### src/rtl/arbitro_pkg.sv
// Shared definitions for the weighted round-robin class arbiter:
// word field positions, FSM state encoding and default class weights.
package arbitro_pkg;

   localparam int NUM_CLASSES = 4;

   // Word layout: [11:10] class, [9:8] destination, [7:0] data
   localparam int CLASS_MSB = 11;
   localparam int CLASS_LSB = 10;
   localparam int DEST_MSB  = 9;
   localparam int DEST_LSB  = 8;

   // Default weights: maximum consecutive words granted per class
   localparam int DEF_WEIGHT0 = 4;
   localparam int DEF_WEIGHT1 = 2;
   localparam int DEF_WEIGHT2 = 1;
   localparam int DEF_WEIGHT3 = 1;

   // ARB takes a decision, HOLD is the mandatory idle cycle after a transfer
   typedef enum logic {
      ST_ARB  = 1'b0,
      ST_HOLD = 1'b1
   } state_t;

endpackage

### src/rtl/wrr_select.sv
// Combinational class selection: eligibility per class and the winner
// of the weighted round-robin scan starting at the pointer class.
module wrr_select
   import arbitro_pkg::*;
(
   input  logic [1:0] ptr,
   input  logic [3:0] credit,
   input  logic [3:0] fifos_empty,
   input  logic [3:0] dest_almost_full,
   input  logic [7:0] dest_fields,
   output logic [3:0] eligible,
   output logic [1:0] sel,
   output logic       found
);

   logic [1:0] cand;

   // Pointer class wins while it has credit; otherwise first eligible after it
   always_comb begin
      eligible = '0;
      sel      = ptr;
      found    = 1'b0;
      cand     = ptr;
      for (int c = 0; c < NUM_CLASSES; c++) begin
         eligible[c] = !fifos_empty[c] && !dest_almost_full[dest_fields[c*2 +: 2]];
      end
      if (eligible[ptr] && (credit != 4'd0)) begin
         sel   = ptr;
         found = 1'b1;
      end else begin
         for (int k = 1; k < NUM_CLASSES; k++) begin
            cand = ptr + 2'(k);
            if (!found && eligible[cand]) begin
               sel   = cand;
               found = 1'b1;
            end
         end
      end
   end

endmodule

### src/rtl/arbitro_wrr.sv
// Weighted round-robin arbiter moving words from four class FIFOs to four
// destination FIFOs. One word per ARB decision, followed by one HOLD cycle.
// Handshake: pop[c] and push[d] are one-cycle coincident pulses; data_out is
// valid exactly while push is nonzero and the FIFOs act on that edge.
module arbitro_wrr
   import arbitro_pkg::*;
#(
   parameter int WORD_SIZE = 12,
   parameter int WEIGHT0   = DEF_WEIGHT0,
   parameter int WEIGHT1   = DEF_WEIGHT1,
   parameter int WEIGHT2   = DEF_WEIGHT2,
   parameter int WEIGHT3   = DEF_WEIGHT3
) (
   input  logic                   clk,
   input  logic                   reset,
   input  logic [4*WORD_SIZE-1:0] data_in,
   input  logic [3:0]             fifos_empty,
   input  logic [3:0]             dest_almost_full,
   output logic [3:0]             pop,
   output logic [3:0]             push,
   output logic [WORD_SIZE-1:0]   data_out,
   output logic [1:0]             grant,
   output logic [4:0]             cuenta,
   output logic                   state_dbg
);

   function automatic logic [3:0] weight_of(input logic [1:0] c);
      case (c)
         2'd0:    weight_of = 4'(WEIGHT0);
         2'd1:    weight_of = 4'(WEIGHT1);
         2'd2:    weight_of = 4'(WEIGHT2);
         default: weight_of = 4'(WEIGHT3);
      endcase
   endfunction

   state_t               state_q, state_d;
   logic [1:0]           ptr_q, ptr_d;
   logic [3:0]           credit_q, credit_d;
   logic [3:0]           pop_q, pop_d;
   logic [3:0]           push_q, push_d;
   logic [WORD_SIZE-1:0] data_out_q, data_out_d;
   logic [1:0]           grant_q, grant_d;
   logic [4:0]           cuenta_q, cuenta_d;

   logic [7:0]           dest_fields;
   logic [3:0]           eligible;
   logic [1:0]           sel;
   logic                 found;
   logic [WORD_SIZE-1:0] sel_word;
   logic [1:0]           sel_dest;
   logic [3:0]           cred_after;

   // Destination field of every class head word
   always_comb begin
      dest_fields = '0;
      for (int c = 0; c < NUM_CLASSES; c++) begin
         dest_fields[c*2 +: 2] = data_in[c*WORD_SIZE + DEST_LSB +: 2];
      end
   end

   wrr_select u_select (
      .ptr              (ptr_q),
      .credit           (credit_q),
      .fifos_empty      (fifos_empty),
      .dest_almost_full (dest_almost_full),
      .dest_fields      (dest_fields),
      .eligible         (eligible),
      .sel              (sel),
      .found            (found)
   );

   // Head word of the selected class and its destination
   always_comb begin
      sel_word = data_in[sel*WORD_SIZE +: WORD_SIZE];
      sel_dest = sel_word[DEST_MSB:DEST_LSB];
   end

   // Next-state: issue a transfer in ARB, rest one cycle in HOLD
   always_comb begin
      state_d    = state_q;
      ptr_d      = ptr_q;
      credit_d   = credit_q;
      pop_d      = 4'b0000;
      push_d     = 4'b0000;
      data_out_d = data_out_q;
      grant_d    = grant_q;
      cuenta_d   = cuenta_q;
      cred_after = 4'd0;
      case (state_q)
         ST_ARB: begin
            if (found) begin
               pop_d      = 4'b0001 << sel;
               push_d     = 4'b0001 << sel_dest;
               data_out_d = sel_word;
               grant_d    = sel;
               cuenta_d   = cuenta_q + 5'd1;
               state_d    = ST_HOLD;
               // A class other than the pointer takes over with a fresh budget
               if (sel == ptr_q) cred_after = credit_q - 4'd1;
               else              cred_after = weight_of(sel) - 4'd1;
               if (cred_after == 4'd0) begin
                  ptr_d    = sel + 2'd1;
                  credit_d = weight_of(sel + 2'd1);
               end else begin
                  ptr_d    = sel;
                  credit_d = cred_after;
               end
            end
         end
         ST_HOLD: state_d = ST_ARB;
         default: state_d = ST_ARB;
      endcase
   end

   // State and registered outputs; reset cancels any in-flight pulse at once
   always_ff @(posedge clk or posedge reset) begin
      if (reset) begin
         state_q    <= ST_ARB;
         ptr_q      <= 2'd0;
         credit_q   <= 4'(WEIGHT0);
         pop_q      <= 4'b0000;
         push_q     <= 4'b0000;
         data_out_q <= '0;
         grant_q    <= 2'd0;
         cuenta_q   <= 5'd0;
      end else begin
         state_q    <= state_d;
         ptr_q      <= ptr_d;
         credit_q   <= credit_d;
         pop_q      <= pop_d;
         push_q     <= push_d;
         data_out_q <= data_out_d;
         grant_q    <= grant_d;
         cuenta_q   <= cuenta_d;
      end
   end

   assign pop       = pop_q;
   assign push      = push_q;
   assign data_out  = data_out_q;
   assign grant     = grant_q;
   assign cuenta    = cuenta_q;
   assign state_dbg = state_q;

endmodule

### config.mk
export PLATFORM = sky130hd
export DESIGN_NAME = arbitro_wrr
export DESIGN_NICKNAME = d
export VERILOG_FILES = /design/src/rtl/arbitro_pkg.sv /design/src/rtl/wrr_select.sv /design/src/rtl/arbitro_wrr.sv
export SDC_FILE = /design/constraint.sdc
export NUM_CORES = 1
export LEC_CHECK = 0
export CORE_MARGIN = 1.5
export CORE_UTILIZATION = 49
export DETAILED_ROUTE_END_ITERATION = 7
export HOLD_SLACK_MARGIN = 0.1
export MAX_ROUTING_LAYER = met4
export PLACE_DENSITY = 0.9
export SLEW_MARGIN = 5
export SYNTH_ARGS = -nofsm -noshare
export SYNTH_HDL_FRONTEND = slang
export SYNTH_SLANG_ARGS = --single-unit
### constraint.sdc
create_clock -name clk -period 10.15 [get_ports clk]
set_clock_uncertainty 0.1 [all_clocks]
set_input_delay 2.03 -clock clk [delete_from_list [all_inputs] [get_ports clk]]
set_output_delay 2.03 -clock clk [all_outputs]
set_load 0.03 [all_outputs]
Word level (Yosys, flattened, before mapping)
Cells that the tools add are included.
- output and inout bits: 28
- register bits after elaboration: 34
- input bits: 58
- logic and storage cells: 95
- order comparisons: 8
- mux-type cells: 42
- bitwise logic cells: 1
- reductions and logical operators: 22
- equal/unequal tests: 3
- multipliers: 1
- shifts and indexed selects: 3
- $add $sub $neg: 7
- operator list (cell ; count):
    48-bit by 7-bit indexed part select with 12-bit output ; 1
    4-bit 2-to-1 mux ; 11
    2-bit by 3-bit less-than comparator with 1-bit output (second input constant) ; 8
    1-bit binary-select mux with 2-bit select ; 8
    1-bit 2-to-1 mux ; 15
    3-bit one-hot mux with 2 select lines ; 2
    1-bit logical NOT ; 10
    2-bit 2-to-1 mux ; 5
    1-bit by 2-bit left shift with 4-bit output (first input constant) ; 2
    4-bit by 1-bit subtractor with 4-bit output (second input constant) ; 2
    1-bit logical AND ; 7
    5-bit by 1-bit adder with 5-bit output (second input constant) ; 1
    2-bit by 1-bit adder with 2-bit output (second input constant) ; 2
    2-bit adder (second input constant) ; 2
    2-bit by 1-bit == test with 1-bit output (second input constant) ; 2
    2-bit logical NOT ; 2
    4-bit logical NOT ; 1
    2-bit by 2-bit multiplier with 4-bit output (second input constant) ; 1
    4-bit nonzero test ; 1
    2-bit == test ; 1
    1-bit one-hot mux with 2 select lines ; 1
    2-bit AND reduction ; 1
    1-bit inverter ; 1

Longest topological paths before layout
- depth in word-level cells: 27
- gate-level depth with buffers: 18
- gate-level depth less buffers: 16

By module
Synthesis repeated with hierarchy kept, for this count alone.
- cells, all modules: 207
- area total of the unflattened synthesis: 2150.8 sq um
- modules (own cells, without submodules) (module ; times used ; area an instance (sq um) ; seq. area each (sq um) ; cells an instance):
    arbitro_wrr ; 1 ; 1795.5 ; 852.1 ; 160
    wrr_select ; 1 ; 355.3 ; 0.0 ; 47

Least setup slack after synthesis
No wires, ideal clock.
- kind: input to register
- from: in data_in[44]
- to: reg credit_q[1]
- setup time: 0.126 ns
- buffers on the path: 2
- setup slack: 4.504 ns
- data required time: 9.924 ns
- stages on the path: 18
- arrival time: 5.420 ns
- cell sequence: mux2i_1 -> a221oi_1 -> a2111oi_4 -> a21oi_2 -> o2111a_1 -> buf_6 -> xnor2_4 -> buf_6 -> inv_1 -> ha_1 -> nor4_1 -> a21oi_1 -> ha_1 -> nand2b_1 -> a22oi_1 -> a2111oi_4 -> nor3_1 -> a221o_1
- cells in the longest elaborated chain, start to end: 27
- elaborated cells between the ends (all ways): 45
- those cells by class: 2 x add/sub; 3 x eq/ne; 29 x mux; 11 x reduce/logical
- ends and longest elaborated chain (element ; RTL line ; text):
    start, declared ; arbitro_wrr.sv:16 ; input logic [4*WORD_SIZE-1:0] data_in,
    1-bit binary-select mux with 2-bit select * ; wrr_select.sv:25 ; eligible[c] = !fifos_empty[c] && !dest_almost_full[dest_fields[c*2 +: 2]];
    1-bit 2-to-1 mux (not written as such) * ; wrr_select.sv:25 ;
    1-bit logical NOT * ; wrr_select.sv:25 ;
    1-bit logical AND * ; wrr_select.sv:25 ;
    1-bit binary-select mux with 2-bit select ; wrr_select.sv:33 ; if (!found && eligible[cand]) begin
    1-bit 2-to-1 mux (not written as such) ; wrr_select.sv:33 ;
    1-bit 2-to-1 mux ; wrr_select.sv:33 ;
    1-bit 2-to-1 mux ; wrr_select.sv:27 ; if (eligible[ptr] && (credit != 4'd0)) begin
    [8 not listed] ; - ;
    net sel[0] ; arbitro_wrr.sv:47 ; logic [1:0] sel;
    [3 not listed] ; - ;
    4-bit 2-to-1 mux ; arbitro_wrr.sv:91 ; if (found) begin
    4-bit 2-to-1 mux ; arbitro_wrr.sv:89 ; case (state_q)
    4-bit by 1-bit subtractor with 4-bit output ; arbitro_wrr.sv:100 ; else cred_after = weight_of(sel) - 4'd1;
    4-bit 2-to-1 mux ; arbitro_wrr.sv:99 ; if (sel == ptr_q) cred_after = credit_q - 4'd1;
    4-bit 2-to-1 mux ; arbitro_wrr.sv:91 ;
    4-bit 2-to-1 mux ; arbitro_wrr.sv:89 ;
    4-bit logical NOT ; arbitro_wrr.sv:101 ; if (cred_after == 4'd0) begin
    4-bit 2-to-1 mux * ; arbitro_wrr.sv:101 ;
    end signal, assigned ; arbitro_wrr.sv:120 ; credit_q <= 4'(WEIGHT0);
    end signal, assigned ; arbitro_wrr.sv:129 ; credit_q <= credit_d;
    end, declared ; arbitro_wrr.sv:38 ; logic [3:0] credit_q, credit_d;
Mark *: on every way through the listed nets, which the timed path passes. The rest lies on a longest branch. The select of a mux whose other input is x is not followed.
A chain may end at the register's enable or synchronous reset.

Final worst setup path
Ends and elaborated chain as after synthesis.

==> flow_summary.ini <==
[timing]
rsz0062_at_grt = false
fin_crit_sh_pct = 68.5
final-hold-violation-count = 0
tightest_slew_ns = 1.02
setup_viol = 0
slew_violations = 0
period_needed_ns = 6.95
slew_headroom_pct = 32.0
setup_slack_ns = 3.20
setup_tns_ns = 0
fmax_mhz = 144

[clocking]
post-cts-setup-buffer-count = 0
cts_hold_buffers = 0
htreeDepth = 2
cts_tree = done
clkLatencyLatePin_ns = 0.28
clock_path_buffers = 2
cts_resized = 0
cts_made_buffers = 5
cts_root_buffer = clkbuf_8
clk_pin_slew_worst_paths_ns = 0.07
cts.sinks = 34

[logic_synthesis]
async_flop_share_pct = 100
syn_area_per_cell_um2 = 9.60
syn_area_mm2 = 0.00241
synth-seq-area-share_pct = 35.4
synthTopCellsByArea = dfrtp_1 (34%), mux2i_1 (13%), a221oi_1 (4.7%)
synth_top_area_share_pct = 34.3
synth_top_family_by_area = compound AO/OA/AOI/OAI gates
synth-compound-area-share_pct = 22.5
yosysTopAreaCell = dfrtp_1
synth_mux_area_share_pct = 13.4
synth_edf_count = 0
syn_nets = 318
ys.flop_type = dfrtp_1
ys_types = 50
synth_xor_area_share_pct = 3.32
syn_inst = 251
yosys_warnings = 0
yosys.area_share.simple_pct = 16.3
ys_seq_elements = 34
synthAdderAreaFrac_pct = 4.68

[die]
die_h_um = 73.1
die_x_um = 73.1
die_area_mm2 = 0.00535
core_mm2 = 0.00472
start_util_pct = 51.0
core.rowCount = 25
num_io_pins = 86

[critical_path]
required_ns = 10.21
crit_path_start_kind = input port
cp-end-kind = flop
crit_arrival_ns = 7.01
cp_max_fo = 25
path_class = input port to flop

[layout]
n_antenna_cell = 0
syn_to_final_growth_pct = 40.5
fillers = 354
final_nets = 399
final_core_util_pct = 71.6
drive_gt1_share_pct = 5.71

[place]
hpwl_um = 4960
pre_cts_ws_ns = 2.94
numPortBuffers = 85
gp_congestion = 0.975

[grt]
grt_max_degree = 35
antenna_found_initial = 0
grt_pass1_wl_um = 10800
gr-total-overflow = 0
grt.total_usage_pct = 26.9
grt_pass1_vias = 2299

[route]
vias = 2300
drt_iter0_markers = 186
drc = 0
drtPass1Iterations = 4
viasPerCell = 5.75
wl_um = 6840
antenna_left = 0
avgRoutedWirePerCell_um = 17.1

[power]
irDropWorstVdd_uv = 236
cellPowerDensity_mw_per_mm2 = 373
leakage_nw = 1.43

[job]
cap_violations = 0

[outcome]
status = completed

[min_path]
hp-class = flop to flop
state kept, by name (all words and copies together), names as in the netlist:
| register | cells |
|---|---|
| credit_q | 4 |
| state_dbg | 1 |
| pop | 4 |
| data_out | 12 |
| push | 4 |
| ptr_q | 2 |
| cuenta | 5 |
| grant | 2 |
worst max-delay path, stage by stage:
cell and delay [ns]:
clkdlybuf4s50_1 0.59, mux2i_1 0.31, a221oi_1 0.18, a2111oi_4 0.42, a21oi_2 0.10, o2111a_1 0.27, xnor2_4 0.84, inv_1 0.25
ha_1 0.29, nor4_1 0.26, a21oi_1 0.09, ha_1 0.27, nand2b_1 0.09, a22oi_1 0.10, a2111oi_4 0.53, nor3_1 0.08
a221o_1 0.30
cell usage after synthesis (all sizes together) (2+ instances only):
| cell | instances |
|---|---|
| dfrtp | 33 |
| mux2i | 31 |
| nand2 | 25 |
| nor2 | 23 |
| a221oi | 13 |
| ha | 9 |
| o21ai | 9 |
| inv | 8 |
| and2 | 7 |
| nor3 | 7 |
| a21oi | 6 |
| buf | 6 |
| clkbuf | 6 |
| nand3 | 6 |
| nor2b | 6 |
| xnor2 | 6 |
| a21o | 5 |
| a22oi | 5 |
| a211oi | 4 |
| nand2b | 4 |
| a22o | 3 |
| a31oi | 3 |
| a2111oi | 2 |
| a211o | 2 |
| a21boi | 2 |
| a221o | 2 |
| a2bb2oi | 2 |
| nand4 | 2 |
| nor4 | 2 |
| o31ai | 2 |
metrics by stage:
stage / power, mW / hold WS, ns / cells / cell area (µm²)
after global routing: 1.35 / 0.399 / 400 / 3380
after CTS: 1.26 / 0.383 / 400 / 3380
final: 1.26 / 0.379 / 400 / 3380
after detailed placement: 1.12 / 0.362 / 392 / 3270
after global placement: 1.09 / 0.364 / 392 / 3270
after floorplan: 0.917 / 0.390 / 251 / 2410
layout by cell type (no fill, tap or decap), drive strengths merged, types with 3 or more instances in the layout:
| master | count |
|---|---|
| clkdlybuf4s50 | 85 |
| dfrtp | 33 |
| mux2i | 31 |
| nand2 | 25 |
| nor2 | 23 |
| a221oi | 13 |
| ha | 9 |
| o21ai | 9 |
| inv | 8 |
| and2 | 7 |
| nor3 | 7 |
| nor2b | 6 |
| nand3 | 6 |
| xnor2 | 6 |
| a21oi | 6 |
| clkbuf | 6 |
| a21o | 5 |
| a22oi | 5 |
| nand2b | 4 |
| a211oi | 4 |
| a22o | 3 |
| a31oi | 3 |
worst paths after layout:
| kind | start | cells past startpoint | to | slack (ns) |
|---|---|---|---|---|
| max | data_in[44] | 17 | credit_q[1] | 3.20 |
| min | cuenta[4] | 1 | cuenta[4] | 0.38 |
| max reg2reg | ptr_q[0] | 16 | credit_q[1] | 4.75 |
| min reg2reg | cuenta[4] | 1 | cuenta[4] | 0.38 |
| max in group asynchronous | reset | 3 | credit_q[2] | 7.58 |
| min in group asynchronous | reset | 3 | push[1] | 2.03 |
kinds of logic after synthesis:
group,Yosys count
flip-flops,34
multiplexers,32
AO/OA/AOI/OAI,66
XOR/XNOR,7
AND/OR/NAND/NOR,83
buffers and inverters,20
adder cells (fa/ha/maj),9
layer usage:
metal / global-route usage, % / wire [µm]
met1: 32.5 / 2770
met2: 45.2 / 3580
met3: 3.87 / 375
met4: 10.1 / 106
met5: - / 0
power breakdown:
part | switching, mW | leakage (nW) | total, mW | internal, mW
Sequential | 0.0575 | 0.411 | 0.260 | 0.202
Combinational | 0.514 | 0.971 | 0.879 | 0.365
Clock | 0.0499 | 0.0514 | 0.123 | 0.0732
Total | 0.621 | 1.43 | 1.26 | 0.641
cell type report:
| cell class | instances | area [µm²] | share of cell area [%] |
|---|---|---|---|
| tap | 67 | 83.8 | 2.48 |
| clock buffer | 6 | 72.6 | 2.14 |
| sequential | 34 | 852 | 25.2 |
| clock inverter | 2 | 37.5 | 1.11 |
| timing repair buffer | 86 | 858 | 25.4 |
| inverter | 8 | 30.0 | 0.888 |
| multi-input combinational | 197 | 1450 | 42.8 |
Note: power is estimated with default switching activity, not from simulation.
